<file path="src/rtl/msg_sched_pkg.sv">
// Shared definitions for the message scheduler: state encodings,
// well-known source indices and default timing parameters.
package msg_sched_pkg;

  typedef enum logic [1:0] {
    SCHED_IDLE  = 2'd0,
    SCHED_GRANT = 2'd1,
    SCHED_GAP   = 2'd2
  } sched_state_e;

  localparam int SRC_TM   = 0;
  localparam int SRC_TLM  = 1;
  localparam int SRC_STAT = 2;

  localparam int DEF_GAP_CYC = 4;
  localparam int DEF_TIMEOUT = 1023;

endpackage

</file>
<file path="src/rtl/msg_sched_pick.sv">
// Combinational winner selection: lowest set index, or first set index
// at/after rr_ptr (wrapping) when RR_MODE is nonzero.
module msg_pick #(
  parameter int N_SRC   = 3,
  parameter int RR_MODE = 0,
  localparam int PW     = $clog2(N_SRC)
) (
  input  logic [N_SRC-1:0] req,
  input  logic [PW-1:0]    rr_ptr,
  output logic [PW-1:0]    win,
  output logic             win_vld
);

  always_comb begin
    int idx;
    idx     = 0;
    win     = '0;
    win_vld = 1'b0;
    for (int k = 0; k < N_SRC; k++) begin
      idx = (RR_MODE != 0) ? (int'(rr_ptr) + k) % N_SRC : k;
      if (!win_vld && req[idx]) begin
        win     = PW'(idx);
        win_vld = 1'b1;
      end
    end
  end

endmodule

</file>
<file path="src/rtl/msg_sched.sv">
// Grants the shared byte coder to one message source at a time, with an
// inter-message gap and a watchdog that aborts a hung source.
module msg_sched
  import msg_sched_pkg::*;
#(
  parameter int N_SRC   = 3,
  parameter int RR_MODE = 0,
  parameter int GAP_CYC = DEF_GAP_CYC,
  parameter int TIMEOUT = DEF_TIMEOUT
) (
  input  logic               clk,
  input  logic               rst,
  input  logic [N_SRC-1:0]   req,
  input  logic [8*N_SRC-1:0] src_q,
  input  logic [N_SRC-1:0]   src_q_rdy,
  input  logic [N_SRC-1:0]   src_msg_end,
  output logic [N_SRC-1:0]   src_cd_busy,
  output logic [N_SRC-1:0]   gnt,
  input  logic               cd_busy,
  output logic [7:0]         cd_q,
  output logic               cd_q_rdy,
  output logic               sched_busy,
  output logic               timeout_err
);

  localparam int PW = $clog2(N_SRC);

  sched_state_e  state, state_nxt;
  logic [PW-1:0] w_q, rr_ptr, pick_w, ptr_nxt;
  logic          pick_vld;
  logic [15:0]   wd_cnt;
  logic [7:0]    gap_cnt;
  logic          in_grant, own_end, wd_exp, gap_done;

  msg_pick #(.N_SRC(N_SRC), .RR_MODE(RR_MODE)) u_pick (
    .req     (req),
    .rr_ptr  (rr_ptr),
    .win     (pick_w),
    .win_vld (pick_vld)
  );

  assign in_grant = (state == SCHED_GRANT);
  assign own_end  = src_msg_end[w_q];
  assign wd_exp   = (wd_cnt == 16'(TIMEOUT - 1));
  assign gap_done = (gap_cnt == 8'(GAP_CYC - 1));
  assign ptr_nxt  = (w_q == PW'(N_SRC - 1)) ? '0 : w_q + 1'b1;

  always_comb begin
    state_nxt = state;
    case (state)
      SCHED_IDLE:  if (pick_vld) state_nxt = SCHED_GRANT;
      SCHED_GRANT: if (own_end || wd_exp) state_nxt = SCHED_GAP;
      SCHED_GAP:   if (gap_done) state_nxt = SCHED_IDLE;
      default:     state_nxt = SCHED_IDLE;
    endcase
  end

  always_ff @(posedge clk or posedge rst) begin
    if (rst) state <= SCHED_IDLE;
    else     state <= state_nxt;
  end

  // Counters are zeroed while in the state that precedes their use, so
  // every entry into GRANT or GAP starts counting from 0.
  always_ff @(posedge clk or posedge rst) begin
    if (rst) begin
      w_q         <= '0;
      rr_ptr      <= '0;
      wd_cnt      <= '0;
      gap_cnt     <= '0;
      timeout_err <= 1'b0;
    end else begin
      timeout_err <= 1'b0;
      case (state)
        SCHED_IDLE: begin
          wd_cnt  <= '0;
          gap_cnt <= '0;
          if (pick_vld) w_q <= pick_w;
        end
        SCHED_GRANT: begin
          wd_cnt  <= wd_cnt + 16'd1;
          gap_cnt <= '0;
          if (own_end || wd_exp) begin
            if (RR_MODE != 0) rr_ptr <= ptr_nxt;
            timeout_err <= !own_end;
          end
        end
        SCHED_GAP: begin
          wd_cnt  <= '0;
          gap_cnt <= gap_cnt + 8'd1;
        end
        default: begin
          wd_cnt  <= '0;
          gap_cnt <= '0;
        end
      endcase
    end
  end

  always_comb begin
    gnt         = '0;
    src_cd_busy = '0;
    cd_q        = '0;
    cd_q_rdy    = 1'b0;
    if (in_grant) begin
      gnt[w_q]         = 1'b1;
      src_cd_busy[w_q] = cd_busy;
      cd_q             = src_q[int'(w_q)*8 +: 8];
      cd_q_rdy         = src_q_rdy[w_q];
    end
  end

  assign sched_busy = (state != SCHED_IDLE);

endmodule
</file>
<file path="config.mk">
export PLATFORM = sky130hd
export DESIGN_NAME = msg_sched
export DESIGN_NICKNAME = d
export VERILOG_FILES = /design/src/rtl/msg_sched_pkg.sv /design/src/rtl/msg_sched_pick.sv /design/src/rtl/msg_sched.sv
export SDC_FILE = /design/constraint.sdc
export NUM_CORES = 1
export LEC_CHECK = 0
export CAP_MARGIN = 20
export CORE_ASPECT_RATIO = 1.2
export CORE_MARGIN = 2
export CORE_UTILIZATION = 35
export DETAILED_ROUTE_END_ITERATION = 10
export HOLD_SLACK_MARGIN = 0.08
export SYNTH_ARGS = -nofsm -noshare
export SYNTH_HDL_FRONTEND = slang
export SYNTH_SLANG_ARGS = --single-unit
</file>
<file path="constraint.sdc">
create_clock -name clk -period 2.3 [get_ports clk]
set_input_delay 0.46 -clock clk [delete_from_list [all_inputs] [get_ports clk]]
set_output_delay 0.46 -clock clk [all_outputs]
set_load 0.005 [all_outputs]
</file>
==> results.toml <==
[layout]
final_area_sq_um = 2540
layout.nets = 298
seqCellArea_sq_um = 725.7
antenna_cells = 0
finish.utilization_pct = 51.79
instances_no_fill = 320
area_growth_pct = 43.36
multiInputGateArea_sq_um = 994.7
nFillCells = 481
drive_above_1_share_pct = 15.00

[placed_design]
dp_cells = 310
io_buffers = 52
gp_congestion = 0.7657
dp_hpwl_um = 3115
place_area_sq_um = 2406
dpl_worst_slack_ns = -0.07049

[setup_path]
arrival_ns = 1.73
start_kind = "register"
required_ns = 1.84
path_delay_family = "buffers and inverters"
crit_path_top_delay_cell = "clkdlybuf4s50_1"
path_class = "register to output pin"
end_kind = "output pin"
cp_cell_sequence = "buf_4 > nor2b_4 > buf_6 > and3_1 > clkdlybuf4s50_1"
path_buf_inv = 3
slowest_delay_ns = 0.49
worstPathMaxFanout = 7

[sta]
rsz0062_at_grt = "no"
slew_viol_final = 0
fin_crit_sh_pct = 95.25
skew_ns = 0.005814
period_minus_slack_ns = 2.191
fmaxAchievable_mhz = 456.5
relSlewSlack_pct = 76.02
finalHoldViolations = 0
tns_ns = 0
setup_ws_ns = 0.1092
whs_ns = 0.4882
worst_slew_pin_slew_ns = 0.3597
setup_viol = 0

[clock_network]
cts_max_level = 2
cts_inserted_buffers = 5
cts_tree = "built"
cts_root_buffer = "clkbuf_8"
clockBufferDepth = 2
clk_pin_slew_ns = 0.06
postCtsHoldBufs = 0
cts_sinks = 29
clk_latency_ns = 0.29

[logic_synthesis]
synth-seq-area-share_pct = 40.96
syn_nets = 235
yosysUniqueCellTypes = 40
netlist_top_cells_count = "29 x dfrtp_1, 19 x a21oi_1, 19 x nand2_1"
synthMostInstantiatedCell = "dfrtp_1"
ys_async_sr_fraction_pct = 100.0
ys_seq_elements = 29
synthTopCellsByArea = "dfrtp_1 41%, mux2i_1 8.5%, a21oi_1 5.4%"
synth_edf_count = 0
synth_area_leader_cell = "dfrtp_1"
netlist_instances = 196
ys.flop_type = "dfrtp_1"
syn_area_per_cell_sq_um = 9.039
syn_area_sq_um = 1772
synth_top_area_share_pct = 40.96
yosysWarnings = 0

[floorplanning]
die_w_um = 68.95
core_area_sq_um = 4905
die-area_sq_um = 5650
ios = 53
die_h_um = 81.94
placementRows = 28
start_util_pct = 36.12

[route]
drt_pre_antenna_iters = 4
wire_per_inst_um = 13.20
drt-total-wl_um = 4225
drt_iter0_markers = 133
vias = 1654
drc = 0
via_per_inst = 5.169
final_antenna_net_count = 0

[grt]
antenna_found_initial = 0
grt_pass1_wl_um = 7272
gr-total-overflow = 0
grt_max_degree = 30
grtUsageTotal_pct = 17.31
grt_pass1_vias = 1638

[status]
outcome = "finished clean"

[hold_path]
worstHoldPathType = "register to register"

[job]
cap_violations = 0

[power_and_ir_drop]
finalPower_mw = 2.170
p_leak_nw = 1.071
power_density_nw_per_um2 = 854.4
irDropWorstVdd_mv = 0.3658
## layer usage
layer / vias to the layer above / wire length (um) / GRT usage [%] / part of all wire (%)
met1: 769 / 1834 / 20.07 / 43
met5: - / 0 / 0 / 0
met2: 46 / 2086 / 29.52 / 49
met3: 6 / 214 / 4.521 / 5.1
met4: 0 / 90 / 7.647 / 2.1
li1: 833 / - / - / -
## state kept, by name, indices dropped and copies added, names as in the netlist
register / count
wd_cnt: 16
gap_cnt: 8
state: 2
w_q: 2
timeout_err: 1
## final cells by class
cell class,instances,share of cell area [%]
multi-input cells,151,39.16
clock inverters,1,0.1970
inverters,7,1.034
repair buffers,65,24.29
clock buffers,7,3.793
flip-flops and latches,29,28.57
well taps,60,2.956
## report_power, final
group | total [mW] | internal [mW] | switching (mW)
combinational | 1.07 | 0.567 | 0.500
sequential | 0.637 | 0.571 | 0.0660
clock | 0.466 | 0.270 | 0.196
total | 2.17 | 1.41 | 0.762
## final timing paths
kind	start	depth (start not counted)	slack, ns	endpoint
min in group asynchronous	rst	3	0.54	gap_cnt[6]$_DFF_PP0_
max in group asynchronous	rst	3	1.49	w_q[1]$_DFFE_PP0P_
max reg2reg	wd_cnt[0]$_DFF_PP0_	5	0.34	state[0]$_DFFE_PP0P_
min reg2reg	gap_cnt[0]$_DFF_PP0_	1	0.49	gap_cnt[0]$_DFF_PP0_
max	w_q[0]$_DFFE_PP0P_	5	0.11	src_cd_busy[2]
min	gap_cnt[0]$_DFF_PP0_	1	0.49	gap_cnt[0]$_DFF_PP0_
## worst reg2reg max path: stages, from the launching register on
cell,delay (ns)
dfrtp_1,0.43
inv_1,0.08
ha_1,0.13
or4b_1,0.42
or4_4,0.52
a32o_1,0.26
## cell usage in the layout (no fill, tap or decap), types with 2 or more instances in the layout
| master | Yosys | routed |
|---|---|---|
| or4_1 | 3 | 3 |
| o21a_1 | 2 | 2 |
| clkdlybuf4s50_1 | 0 | 42 |
| clkbuf_8 | 0 | 7 |
| dlygate4sd2_1 | 0 | 9 |
| and3_1 | 2 | 2 |
| o21ai_0 | 5 | 5 |
| nand2b_1 | 6 | 5 |
| or4b_1 | 2 | 2 |
| buf_4 | 0 | 11 |
| dfrtp_1 | 29 | 29 |
| or2_2 | 9 | 9 |
| and2_1 | 3 | 3 |
| nand3_1 | 9 | 9 |
| mux2i_1 | 15 | 15 |
| xor2_1 | 4 | 4 |
| nand4_1 | 6 | 6 |
| o31ai_1 | 4 | 4 |
| nand2_1 | 19 | 19 |
| nor4_1 | 4 | 4 |
| xnor2_1 | 2 | 2 |
| inv_1 | 7 | 7 |
| a32o_1 | 2 | 2 |
| nor2_1 | 12 | 11 |
| or3_1 | 5 | 5 |
| a21oi_1 | 19 | 19 |
| ha_1 | 3 | 3 |
## cells by family (layout without fill, tap and decap cells)
kind of cell / Yosys count / after routing / share of synthesized area [%]
and+or+nand+nor: 91 / 91 / 29.17
AOI/OAI and AO/OA: 36 / 36 / 12.36
DFF: 29 / 29 / 40.96
buffers and inverters: 16 / 80 / 3.955
muxes: 15 / 15 / 8.474
xor gates and xnor gates: 6 / 6 / 2.966
adders and majority gates: 3 / 3 / 2.119
## what timing repair did
action | in CTS | in global routing
gates cloned | 0 | 1
buffers inserted | 0 | 1
resized for setup | 9 | 7
endpoints found under the setup margin | 9 | 5
(Power assumes the default switching activity.)
